**config.mk**
```make
export PLATFORM = sky130hd
export DESIGN_NAME = pc_gen_flat
export DESIGN_NICKNAME = d
export VERILOG_FILES = /design/src/rtl/core_pkg.sv /design/src/rtl/pc_gen_if.sv /design/src/rtl/pc_inflight_tracker.sv /design/src/rtl/pc_gen.sv /design/src/flat_wrapper.sv
export SDC_FILE = /design/constraint.sdc
export NUM_CORES = 1
export LEC_CHECK = 0
export ABC_CLOCK_PERIOD_IN_PS = 4000
export CELL_PAD_IN_SITES_DETAIL_PLACEMENT = 0
export CELL_PAD_IN_SITES_GLOBAL_PLACEMENT = 2
export CORE_ASPECT_RATIO = 0.7
export CORE_MARGIN = 5
export CORE_UTILIZATION = 20
export CTS_CLUSTER_DIAMETER = 120
export DETAILED_ROUTE_END_ITERATION = 7
export PLACE_DENSITY = 0.84
export SYNTH_ARGS = -nofsm -noshare
export SYNTH_HDL_FRONTEND = slang
export SYNTH_SLANG_ARGS = --single-unit
export TNS_END_PERCENT = 20
```
**constraint.sdc**
```tcl
create_clock -name clk -period 4 [get_ports clk]
set_clock_uncertainty 0.1 [all_clocks]
set_input_delay 0.8 -clock clk [delete_from_list [all_inputs] [get_ports clk]]
set_output_delay 0.8 -clock clk [all_outputs]
set_load 0.02 [all_outputs]
```
**src/rtl/core_pkg.sv**
```systemverilog
// Shared IF-stage definitions: PC width, reset vector, instruction size and redirect source encoding.
package core_pkg;

    localparam int unsigned XLEN        = 32;
    localparam int unsigned INSTR_BYTES = 4;
    localparam logic [XLEN-1:0] RESET_VECTOR = '0;

    typedef logic [XLEN-1:0] pc_t;

    typedef enum logic [1:0] {
        RD_NONE   = 2'd0,
        RD_BRANCH = 2'd1,
        RD_MRET   = 2'd2,
        RD_TRAP   = 2'd3
    } redirect_src_e;

endpackage

```
**src/rtl/pc_gen_if.sv**
```systemverilog
// Fetch request/response bus between the PC generator (master) and instruction memory (slave).
interface pc_gen_if #(
    parameter int unsigned XLEN = core_pkg::XLEN
);

    logic            req_valid;
    logic            req_ready;
    logic [XLEN-1:0] req_pc;
    logic            resp_valid;
    logic            resp_drop;

    modport master (
        output req_valid,
        output req_pc,
        output resp_drop,
        input  req_ready,
        input  resp_valid
    );

    modport slave (
        input  req_valid,
        input  req_pc,
        input  resp_drop,
        output req_ready,
        output resp_valid
    );

endinterface

```
**src/rtl/pc_inflight_tracker.sv**
```systemverilog
// Counts in-flight fetch requests and how many of them were issued before the latest redirect.
module pc_inflight_tracker #(
    parameter int unsigned MAX_OUTSTANDING = 2
) (
    input  logic clk,
    input  logic rst,
    input  logic fire,
    input  logic resp_valid,
    input  logic redirect,
    output logic can_issue,
    output logic resp_drop
);

    localparam int unsigned CNT_W = $clog2(MAX_OUTSTANDING + 1);

    logic [CNT_W-1:0] outstanding;
    logic [CNT_W-1:0] outstanding_nxt;
    logic [CNT_W-1:0] kill_cnt;
    logic [CNT_W-1:0] kill_nxt;
    logic             dec;

    assign dec       = resp_valid && (outstanding != '0);
    assign resp_drop = resp_valid && (kill_cnt != '0);
    assign can_issue = (outstanding < CNT_W'(MAX_OUTSTANDING));

    // A redirect marks everything still in flight after this cycle as stale, replacing any older count.
    always_comb begin
        outstanding_nxt = outstanding + CNT_W'(fire) - CNT_W'(dec);
        kill_nxt        = kill_cnt;
        if (redirect) begin
            kill_nxt = outstanding_nxt;
        end else if (resp_drop) begin
            kill_nxt = kill_cnt - CNT_W'(1);
        end
    end

    always_ff @(posedge clk) begin
        if (rst) begin
            outstanding <= '0;
            kill_cnt    <= '0;
        end else begin
            outstanding <= outstanding_nxt;
            kill_cnt    <= kill_nxt;
        end
    end

    a_no_orphan_resp: assert property (
        @(posedge clk) disable iff (rst) !(resp_valid && (outstanding == '0))
    ) else $error("resp_valid with no outstanding fetch request");

endmodule

```
**src/rtl/pc_gen.sv**
```systemverilog
// IF-stage program counter: redirect selection (trap > mret > branch), fetch issue and stale-response marking.
module pc_gen #(
    parameter int unsigned     XLEN            = core_pkg::XLEN,
    parameter logic [XLEN-1:0] RESET_VECTOR    = XLEN'(core_pkg::RESET_VECTOR),
    parameter int unsigned     MAX_OUTSTANDING = 2
) (
    input  logic            clk,
    input  logic            rst,
    input  logic            stall,
    input  logic            trap_take,
    input  logic [XLEN-1:0] trap_pc,
    input  logic            mret_take,
    input  logic [XLEN-1:0] mret_pc,
    input  logic            branch_take,
    input  logic [XLEN-1:0] branch_pc,
    pc_gen_if.master        bus,
    output logic            misalign,
    output logic [XLEN-1:0] pc_out
);

    import core_pkg::*;

    logic [XLEN-1:0] pc;
    logic [XLEN-1:0] target;
    redirect_src_e   src;
    logic            redirect;
    logic            rst_q;
    logic            can_issue;
    logic            fire;

    // Redirect source priority: trap over mret over branch.
    always_comb begin
        src    = RD_NONE;
        target = branch_pc;
        if (trap_take) begin
            src    = RD_TRAP;
            target = trap_pc;
        end else if (mret_take) begin
            src    = RD_MRET;
            target = mret_pc;
        end else if (branch_take) begin
            src    = RD_BRANCH;
            target = branch_pc;
        end
    end

    assign redirect = (src != RD_NONE);

    // Holds off issue for one cycle after reset release.
    always_ff @(posedge clk) begin
        rst_q <= rst;
    end

    assign bus.req_valid = !rst_q && !stall && can_issue;
    assign fire          = bus.req_valid && bus.req_ready;

    always_ff @(posedge clk) begin
        if (rst) begin
            pc       <= RESET_VECTOR;
            misalign <= 1'b0;
        end else begin
            misalign <= redirect && (target[1:0] != 2'b00);
            if (redirect) begin
                pc <= {target[XLEN-1:2], 2'b00};
            end else if (fire) begin
                pc <= pc + XLEN'(INSTR_BYTES);
            end
        end
    end

    assign bus.req_pc = pc;
    assign pc_out     = pc;

    pc_inflight_tracker #(
        .MAX_OUTSTANDING (MAX_OUTSTANDING)
    ) u_tracker (
        .clk        (clk),
        .rst        (rst),
        .fire       (fire),
        .resp_valid (bus.resp_valid),
        .redirect   (redirect),
        .can_issue  (can_issue),
        .resp_drop  (bus.resp_drop)
    );

endmodule

```
**src/flat_wrapper.sv**
```systemverilog
// flat-port wrapper written by rule: the top's interface ports become plain ports
module pc_gen_flat import core_pkg::*;
#(
    parameter int unsigned     XLEN            = core_pkg::XLEN,
    parameter logic [XLEN-1:0] RESET_VECTOR    = XLEN'(core_pkg::RESET_VECTOR),
    parameter int unsigned     MAX_OUTSTANDING = 2
)
  (clk, rst, stall, trap_take, trap_pc, mret_take, mret_pc, branch_take, branch_pc, misalign, pc_out, bus_req_valid, bus_req_pc, bus_resp_drop, bus_req_ready, bus_resp_valid);
  pc_gen_if #(.XLEN(XLEN)) bus_i ();
  input  logic clk;
  input  logic rst;
  input  logic stall;
  input  logic trap_take;
  input  logic [XLEN-1:0] trap_pc;
  input  logic mret_take;
  input  logic [XLEN-1:0] mret_pc;
  input  logic branch_take;
  input  logic [XLEN-1:0] branch_pc;
  output logic misalign;
  output logic [XLEN-1:0] pc_out;
  output wire logic [$bits(bus_i.req_valid)-1:0] bus_req_valid;
  output wire logic [$bits(bus_i.req_pc)-1:0] bus_req_pc;
  output wire logic [$bits(bus_i.resp_drop)-1:0] bus_resp_drop;
  input wire logic [$bits(bus_i.req_ready)-1:0] bus_req_ready;
  input wire logic [$bits(bus_i.resp_valid)-1:0] bus_resp_valid;
  assign bus_req_valid = bus_i.req_valid;
  assign bus_req_pc = bus_i.req_pc;
  assign bus_resp_drop = bus_i.resp_drop;
  assign bus_i.req_ready = bus_req_ready;
  assign bus_i.resp_valid = bus_resp_valid;
  pc_gen #(.XLEN(XLEN), .RESET_VECTOR(RESET_VECTOR), .MAX_OUTSTANDING(MAX_OUTSTANDING)) u_core (.clk(clk), .rst(rst), .stall(stall), .trap_take(trap_take), .trap_pc(trap_pc), .mret_take(mret_take), .mret_pc(mret_pc), .branch_take(branch_take), .branch_pc(branch_pc), .bus(bus_i), .misalign(misalign), .pc_out(pc_out));
endmodule
```
* Word-level counts from Yosys, hierarchy flattened
Cells that the tools add are included.
Storage, ports and cells: flip-flop bits (word level) 38, bits of input ports 104, output and inout bits 67, logic and storage cells 35
Operators by class: reduce and logical (&&, ||, !) cells 15, magnitude comparators 1, muxes and demuxes 9, add/sub/neg operators 4
Operators with widths (count):
- $mux W32 | 4
- $add A32 B3 Y32 const B | 1
- $reduce_bool A2 Y1 | 6
- $mux W2 | 4
- $logic_and A1 B1 Y1 | 6
- $add A2 B1 Y2 | 1
- $logic_not A1 Y1 | 2
- $lt A2 B2 Y1 const B | 1
- $reduce_or A2 Y1 | 1
- $sub A2 B1 Y2 | 1
- $sub A2 B1 Y2 const B | 1
- $mux W1 | 1

* Longest topological paths before layout
Gate-level depths: netlist (run 1).
word-level depth 7, gate-level depth with buffers 12, mapped depth without buffers 11

* By module
A second synthesis (run 1) with hierarchy kept.
Unflattened totals: cell total of the unflattened synthesis 419, area total of the unflattened synthesis 3084.2 um2
By module, submodules not included:
- pc_gen | seq. area each 640.6 um2, cells an instance 394, area an instance 2844.0 um2, times used 1
- pc_inflight_tracker | seq. area each 80.1 um2, cells an instance 25, area an instance 240.2 um2, times used 1

* Worst setup path before layout (run 1)
No wires, ideal clock.
path kind input -> register, start in stall, end reg u_core.u_tracker.kill_cnt[1], path slack 1.335 ns, stages 12, required time 3.772 ns, path buffers 1, arrival time 2.438 ns, library setup time 0.128 ns, cell sequence nor3_2 -> and2_1 -> buf_4 -> inv_4 -> ha_1 -> inv_1 -> ha_1 -> xor2_1 -> xnor2_1 -> nor2_1 -> a21oi_1 -> nor2_1
Between the ends: cells in the longest elaborated chain, start to end 7
RTL lines:
- from (decl) | line flat_wrapper.sv:12 | input logic stall;
- $logic_not A1 Y1 | line pc_gen.sv:54 | assign bus.req_valid = !rst_q && !stall && can_issue;
- $logic_and A1 B1 Y1 (2 in series) | line pc_gen.sv:54
- $logic_and A1 B1 Y1 | line pc_gen.sv:55 | assign fire = bus.req_valid && bus.req_ready;
- $add A2 B1 Y2 | line pc_inflight_tracker.sv:28 | outstanding_nxt = outstanding + CNT_W'(fire) - CNT_W'(dec);
- $sub A2 B1 Y2 | line pc_inflight_tracker.sv:28
- $mux W2 | line pc_inflight_tracker.sv:30 | if (redirect) begin
- to (signal assigned) | line pc_inflight_tracker.sv:43 | kill_cnt <= kill_nxt;
- to (decl) | line pc_inflight_tracker.sv:18 | logic [CNT_W-1:0] kill_cnt;
Every way passes these cells. A chain may end at the register's enable or synchronous reset.

* Final worst setup path (run 1)
start in bus_resp_valid, end out bus_resp_drop
Between the ends: cells in the longest elaborated chain, start to end 1
RTL lines:
- from (decl) | line flat_wrapper.sv:25 | input wire logic [$bits(bus_i.resp_valid)-1:0] bus_resp_valid;
- $logic_and A1 B1 Y1 | line pc_inflight_tracker.sv:23 | assign resp_drop = resp_valid && (kill_cnt != '0);
- to (decl) | line flat_wrapper.sv:23 | output wire logic [$bits(bus_i.resp_drop)-1:0] bus_resp_drop;
Every way passes these cells.

==> results of run 1 <==
==> path summary, 6_finish.rpt <==
kind | from | endpoint | slack, ns | cells after the start
min | u_core.bus.req_pc[16] | u_core.bus.req_pc[16] | 0.43 | 2
min reg2reg | u_core.bus.req_pc[16] | u_core.bus.req_pc[16] | 0.43 | 2
max reg2reg | u_core.bus.req_pc[2] | u_core.bus.req_pc[24] | 1.58 | 6
max | bus_resp_valid | bus_resp_drop | 0.88 | 3
==> through the flow <==
step                      power, mW  cell area [um^2]
after global placement        0.919              4370
after CTS                      1.33              4520
after global routing           1.38              4520
after detailed placement      0.926              4370
final                          1.31              4520
after floorplan               0.698              2760
==> per-layer routing <==
layer / vias to the layer above / share of wire (%)
li1: 1563 / -
met1: 1447 / 47
met2: 135 / 43
met3: 6 / 9.0
met4: 0 / 0.68
met5: - / 0
==> state kept, by name (all words and copies together) (netlist names) <==
| signal | count |
|---|---|
| u_core.bus.req_pc | 30 |
| u_core.u_tracker.kill_cnt | 2 |
| u_core.u_tracker.outstanding | 2 |
| u_core.misalign | 1 |
| u_core.rst_q | 1 |
==> where the power goes <==
group          switching, mW  internal (mW)
clock network          0.151          0.249
logic                  0.220          0.252
registers             0.0485          0.395
total                  0.419          0.896
==> worst max-delay path, cell delays in order <==
cell and delay [ns]:
clkdlybuf4s50_1 0.48, nor2b_1 0.28, clkdlybuf4s50_1 0.66
==> layout by cell type, fill, tap and decap left out, types with 6 or more instances in the layout <==
cell type / instances
mux2i_1: 6
inv_1: 7
nor2b_1: 6
buf_4: 9
nor3_1: 12
dfxtp_1: 36
nand2_1: 17
nand4_1: 10
clkdlybuf4s50_1: 164
a21oi_1: 25
a211oi_1: 15
a22oi_1: 16
o21ai_0: 12
xor2_1: 15
o22ai_1: 10
nand3_1: 17
nor2_1: 37
==> cell type report <==
cell class,instances,area (um^2)
clock buffers,8,146
fillers,1434,8800
repair buffers,175,1720
multi-input cells,265,1670
well taps,185,231
inverters,8,32.5
flip-flops and latches,36,721
==> cells by family (layout without fill, tap and decap cells) <==
kind of cell | Yosys count | after routing | synth area share [%]
simple gates | 125 | 125 | 23.4
compound gates | 108 | 108 | 26.6
buf+inv | 66 | 191 | 13.9
flops | 36 | 36 | 26.2
xor+xnor | 18 | 18 | 5.74
mux | 6 | 6 | 2.18
fa+ha+maj | 4 | 4 | 1.82
other cells | 1 | 4 | 0.136
==> flow_metrics.tcl, run 1 <==
set metrics [dict create \
    port_buffers 166 \
    via_per_inst 4.65 \
    grt-ovfl-total 0 \
    p_leak_nw 1.62 \
    min_path_type "register to register" \
    die_w_um 150 \
    wl_per_cell_um 17.1 \
    cp.arrival_ns 2.22 \
    drt_iter0_drc 194 \
    cts_resized 0 \
    fin_util_pct 33.9 \
    drc 0 \
    htreeDepth 2 \
    pre_cts_ws_ns 0.837 \
    drt_wl_total_mm 11.6 \
    use_met3_pct 3.94 \
    synth_area_leader_cell "dfxtp_1" \
    finalCritPeriodShare_pct 78.0 \
    detailed_place_hpwl_mm 9.40 \
    rsz0062_at_grt "false" \
    async_reset_ff_share_pct 0 \
    area_growth_pct 64.3 \
    gp_congestion 0.820 \
    fin_ws_ns 0.880 \
    crit_path_max_fanout 4 \
    vdd.ir_drop.worst_mv 0.173 \
    ys_seq_elements 36 \
    ys_warn_count 0 \
    crit_required_ns 3.10 \
    dieHeight_um 108 \
    ant_nets 0 \
    yosysMostFrequentCell "nor2_1" \
    critPathKind "primary input to primary output" \
    drive_gt1_share_pct 5.28 \
    drv_slew 0 \
    grt_max_degree 37 \
    powerDensity_nw_per_um2 291 \
    hold_ws_ns 0.430 \
    worstSkewPairLatency_ns 0.28 \
    path_clk_slew_ns 0.06 \
    cts_buffers 5 \
    cts_tree "built" \
    grt_use_met1_pct 18.8 \
    min_period_ns 3.12 \
    maxSlewHeadroom_pct 50.6 \
    die_area_um2 16200 \
    max_freq_ghz 0.321 \
    use_met2_pct 21.1 \
    setup_viol 0 \
    io_pins 171 \
    end_kind "primary output" \
    synth-edff-count 0 \
    clk_path_buf_depth 2 \
    grt_pass1_vias 3139 \
    drt_first_pass_iters 4 \
    avgSynthCellArea_um2 7.55 \
    cp-start-kind "primary input" \
    ys_seq_area_share_pct 26.2 \
    antenna_found_initial 0 \
    grt_pass1_wl_mm 17.2 \
    cts_setup_buffers 0 \
    synthFlopType "dfxtp_1" \
    syn-instance-count 364 \
    num_rows 35 \
    core-area_um2 13300 \
    worst_pin_slew_ns 0.737 \
    cts-root-buf "clkbuf_16" \
    outcome "complete, no violations" \
    dpl.cell_count 669 \
    drv_cap 0 \
    final.setup.tns_ns 0 \
    synth_cell_type_count 50 \
    vias 3151 \
    synth.cell_area_um2 2750 \
    synth.area.top_cells "dfxtp_1 (26%), buf_4 (9.6%), nor2_1 (5.1%)" \
    cts_hold_buf 0 \
    track_usage_pct 13.6 \
    antenna_cells 0 \
    final_hold_viol_count 0 \
    busiest_layer "met2" \
    start_util_pct 20.6 \
    final_nets 599 \
    clock-sinks 36 \
    synth_top_area_share_pct 26.2 \
    ys_top_cells_by_count "nor2_1 (37), dfxtp_1 (36), buf_4 (35)" \
    stdcell_count 677 \
]
No activity file was read; power rests on OpenSTA's default activity.
==> inputs of run 2 (changes only) <==
- ABC_CLOCK_PERIOD_IN_PS: 4000 -> 3200
- CORE_UTILIZATION: 20 -> 19
- PLACE_DENSITY: 0.84 -> 0.81
- clock period: 4 -> 3.2 ns (I/O delays scaled with it)
==> flow_metrics.tcl, run 2 (synthesis results as in run 1) <==
set metrics [dict create \
    final.fill_count 1536 \
    final_hold_viol_count 0 \
    cts_resized 0 \
    crit_required_ns 2.46 \
    grt_pass1_wl_mm 18.7 \
    port_buffers 166 \
    drt_wl_total_mm 12.1 \
    antenna_cells 0 \
    drive_gt1_share_pct 6.07 \
    via_per_inst 4.71 \
    stdcell_count 684 \
    grt-ovfl-total 0 \
    setup_viol 0 \
    max_freq_ghz 0.352 \
    vdd.ir_drop.worst_mv 0.206 \
    track_usage_pct 13.8 \
    worstSkewPairLatency_ns 0.28 \
    drt_iter0_drc 217 \
    drc 0 \
    min_path_type "register to register" \
    wl_per_cell_um 17.7 \
    crit_chain "clkdlybuf4s50_1 > nor2b_1 > clkdlybuf4s50_1" \
    crit_path_max_fanout 4 \
    drt_first_pass_iters 5 \
    cts_hold_buf 0 \
    clk_path_buf_depth 2 \
    num_rows 36 \
    cp-start-kind "primary input" \
    cts_setup_buffers 0 \
    dpl.cell_count 676 \
    path_clk_slew_ns 0.05 \
    detailed_place_hpwl_mm 9.75 \
    critPathKind "primary input to primary output" \
    cts_buffers 5 \
    final_cell_mix "clkdlybuf4s50_1 (164), nor2_1 (37), dfxtp_1 (36), a21oi_1 (25)" \
    end_kind "primary output" \
    rsz0062_at_grt "false" \
    io_pins 171 \
    largest_reg_flops 30 \
    core-area_um2 14100 \
    die_area_um2 17000 \
    worst_pin_slew_ns 0.781 \
    finalCritPeriodShare_pct 88.7 \
    final.setup.tns_ns 0 \
    p_leak_nw 1.63 \
    cts-root-buf "clkbuf_16" \
    min_period_ns 2.84 \
    ant_nets 0 \
    powerDensity_nw_per_um2 364 \
    maxSlewHeadroom_pct 47.7 \
    area_growth_pct 65.1 \
    final_common_cell "clkdlybuf4s50_1" \
    outcome "complete, no violations" \
    final_nets 601 \
    die_w_um 154 \
    clock-sinks 36 \
    antenna_found_initial 0 \
    htreeDepth 2 \
    crit_top_cell "clkdlybuf4s50_1" \
    grt_max_degree 35 \
    dieHeight_um 111 \
    grt_pass1_vias 3225 \
    start_util_pct 19.6 \
    gp_congestion 0.761 \
    drv_slew 0 \
    cts_tree "built" \
    vias 3221 \
    drv_cap 0 \
    critPathMaxStageDelay_ns 0.67 \
    cp.arrival_ns 2.10 \
    cp_slowest_cell "clkdlybuf4s50_1" \
]
-- run 2: through the flow --
step,power [mW],setup WS [ns],hold WS [ns],instance area (um^2),util (%)
finish,1.65,0.360,0.440,4540,32.3
global route,1.74,0.308,0.492,4540,32.3
floorplan,0.872,0.695,0.440,2760,-
CTS,1.67,0.365,0.441,4540,32.3
detailed placement,1.16,0.327,0.436,4390,31.2
global placement,1.16,0.413,0.418,4390,31.2
-- run 2: worst paths after layout --
kind,end,start,slack (ns),cells after the start
setup reg to reg,u_core.bus.req_pc[24],u_core.bus.req_pc[2],0.82,6
hold reg to reg,u_core.bus.req_pc[16],u_core.bus.req_pc[16],0.44,2
setup / recovery,bus_resp_drop,bus_resp_valid,0.36,3
hold / removal,u_core.bus.req_pc[16],u_core.bus.req_pc[16],0.44,2
-- run 2: power by group --
part	switching [mW]	total [mW]	internal, mW
clock network	0.195	0.503	0.307
logic	0.277	0.592	0.316
registers	0.0637	0.557	0.494
-- run 2: area by class of cell --
class,count,area (um^2),share of cell area [%]
timing repair buffer,177,1730,38.2
multi-input combinational,265,1670,36.7
sequential,36,721,15.9
tap,190,238,5.24
clock buffer,6,139,3.06
inverter,8,32.5,0.717
clock inverter,2,10.0,0.221
-- run 2: worst max-delay path: cells and delay by family --
| family | cells | cell delay, ns |
|---|---|---|
| buffers and inverters | 2 | 1.15 |
| AND/OR/NAND/NOR | 1 | 0.31 |
-- run 2: layer usage --
layer	wire length [um]	track usage (%)	up-vias
met5	0	0	-
met4	70	2.35	0
met3	1040	3.71	4
met2	4930	20.0	169
met1	6080	20.7	1480
li1	-	-	1568
==> inputs of run 3 (changes only) <==
- CORE_UTILIZATION: 19 -> 20
- PLACE_DENSITY: 0.81 -> 0.8
- SYNTH_HIERARCHICAL: default -> 1
==> flow_metrics.tcl, run 3 <==
set metrics [dict create \
    pre_cts_ws_ns 0.246 \
    grt-ovfl-total 0 \
    synth_cell_type_count 63 \
    critPathKind "primary input to register" \
    r2r_start "u_core/u_tracker/outstanding[1]" \
    seq_power_share_pct 31.7 \
    path_clk_slew_ns 0.06 \
    cp.arrival_ns 2.73 \
    cts_buffers 5 \
    cts-root-buf "clkbuf_16" \
    max_freq_ghz 0.373 \
    ys_seq_elements 36 \
    antenna_found_initial 0 \
    final.fill_count 1659 \
    worst_pin_slew_ns 0.560 \
    vias 3538 \
    antenna_cells 0 \
    r2r_slack_ns 0.97 \
    hold_ws_ns 0.433 \
    grt_max_degree 34 \
    min_path_type "register to register" \
    crit_start "stall" \
    multi_input_area_um2 1950 \
    drive_gt1_share_pct 6.97 \
    p_comb_share_pct 37.6 \
    ys_seq_area_share_pct 23.4 \
    p_sw_mw 0.575 \
    area_growth_pct 58.2 \
    grt_pass1_vias 3408 \
    worstSkewPairLatency_ns 0.28 \
    rsz0062_at_grt "false" \
    synth.cell_area_um2 3080 \
    gp_congestion 0.797 \
    cts_setup_buffers 0 \
    yosysMostFrequentCell "a21oi_1" \
    outcome "complete, no violations" \
    via_per_inst 4.75 \
    final.setup.tns_ns 0 \
    drt_iter0_drc 185 \
    cts_resized 0 \
    synth_area_leader_cell "dfxtp_1" \
    crit_path_max_fanout 8 \
    synth.area.top_cells "dfxtp_1 (23%), buf_4 (8.3%), a21oi_1 (7.3%)" \
    core-area_um2 15300 \
    clock-sinks 36 \
    largest_reg_flops 30 \
    die_w_um 158 \
    clk_path_buf_depth 2 \
    p_leak_nw 1.73 \
    cp-start-kind "primary input" \
    finalCritPeriodShare_pct 83.8 \
    avgSynthCellArea_um2 7.36 \
    switching_share_pct 31.7 \
    num_rows 38 \
    htreeDepth 2 \
    register_area_um2 721 \
    drt_first_pass_iters 5 \
    start_util_pct 20.1 \
    ys_top_cells_by_count "a21oi_1 (45), nand2_1 (44), dfxtp_1 (36)" \
    final_nets 652 \
    endpoint "u_core/bus.req_pc[28]" \
    p_total_mw 1.82 \
    io_pins 171 \
    ys_warn_count 6 \
    cts_tree "built" \
    async_reset_ff_share_pct 0 \
    crit_required_ns 3.24 \
    synth-edff-count 0 \
    syn-instance-count 419 \
    final_cell_mix "clkdlybuf4s50_1 (164), a21oi_1 (45), nand2_1 (44), dfxtp_1 (36), nor2_1 (23)" \
    ant_nets 0 \
    final_common_cell "clkdlybuf4s50_1" \
    r2r.worst_path.cells 7 \
    synth_top_area_share_pct 23.4 \
    r2r_end "u_core/bus.req_pc[28]" \
    detailed_place_hpwl_mm 10.4 \
    internal_power_mw 1.24 \
    cts_hold_buf 0 \
    dieHeight_um 114 \
    wl_per_cell_um 17.4 \
    drt_wl_total_mm 12.9 \
    setup_viol 0 \
    drv_slew 0 \
    powerDensity_nw_per_um2 372 \
    min_period_ns 2.68 \
    vdd.ir_drop.worst_mv 0.184 \
    drv_cap 0 \
    track_usage_pct 13.8 \
    final_hold_viol_count 0 \
    fin_ws_ns 0.517 \
    maxSlewHeadroom_pct 62.7 \
    port_buffers 166 \
    power_frac_clock_pct 30.7 \
    drc 0 \
    end_kind "register" \
    die_area_um2 18000 \
    grt_pass1_wl_mm 19.7 \
    synthFlopType "dfxtp_1" \
]
## run 3: cell count changes in the layout (fill, tap and decap cells not counted), sizes merged, moves of 6 or more
| cell | previous run | this run |
|---|---|---|
| xor2 | 15 | 3 |
| nor2 | 37 | 23 |
| nand3b | 2 | 14 |
| and3b | 0 | 6 |
| a21oi | 25 | 46 |
| a22oi | 16 | 0 |
| inv | 8 | 15 |
| nand2 | 18 | 44 |
| o22ai | 10 | 0 |
| o211ai | 0 | 7 |
## run 3: stage by stage
step	cell area (um^2)	util, %	instances
CTS	4880	31.9	745
global placement	4710	30.8	737
global route	4880	31.9	745
detailed placement	4710	30.8	737
floorplan	3100	-	422
finish	4880	31.9	745
## run 3: logic make-up (layout without fill, tap and decap cells)
logic type	after synthesis	count (layout)	share of synthesized area (%)
buffers and inverters	78	201	14.0
DFF	36	36	23.4
and+or+nand+nor	165	165	31.2
adders and majority gates	4	4	1.62
other	1	4	0.122
muxes	4	4	1.30
xor gates and xnor gates	6	6	2.19
AOI/OAI and AO/OA	125	125	26.2
## run 3: metal layers
metal,routed length [um],vias up,track usage (%)
met5,0,-,0
met4,63,0,1.88
met3,1440,4,4.21
met2,4990,148,19.2
met1,6440,1631,21.2
li1,-,1755,-
## run 3: worst min path at each step
stage	from	to	cells after the start
floorplan	u_core/u_tracker/kill_cnt[0]	u_core/u_tracker/kill_cnt[0]	2
finish	u_core/bus.req_pc[9]	u_core/bus.req_pc[9]	2
global placement	u_core/bus.req_pc[9]	u_core/bus.req_pc[9]	2
detailed placement	u_core/bus.req_pc[9]	u_core/bus.req_pc[9]	2
global route	u_core/bus.req_pc[9]	u_core/bus.req_pc[9]	2
CTS	u_core/bus.req_pc[9]	u_core/bus.req_pc[9]	2
## run 3: power groups by stage
stage               sequential [mW]  combinational [mW]  clock, mW
CTS                           0.578               0.690      0.569
finish                        0.576               0.683      0.558
global placement              0.584               0.681          0
detailed placement            0.587               0.688          0
global route                  0.588               0.744      0.589
floorplan                     0.595               0.372          0
## run 3: critical path, stage by stage
cell             delay [ns]
clkdlybuf4s50_1        0.42
nand4bb_1              0.45
inv_1                  0.41
nand2_1                0.15
o41a_1                 0.41
o21ai_0                0.16
a21oi_1                0.08
## run 3: cell type report
| class | count | share of cell area (%) |
|---|---|---|
| multi-input cells | 308 | 40.0 |
| clock inverters | 2 | 0.718 |
| clock buffers | 6 | 2.64 |
| flip-flops and latches | 36 | 14.8 |
| repair buffers | 177 | 35.5 |
| well taps | 200 | 5.13 |
| inverters | 16 | 1.23 |
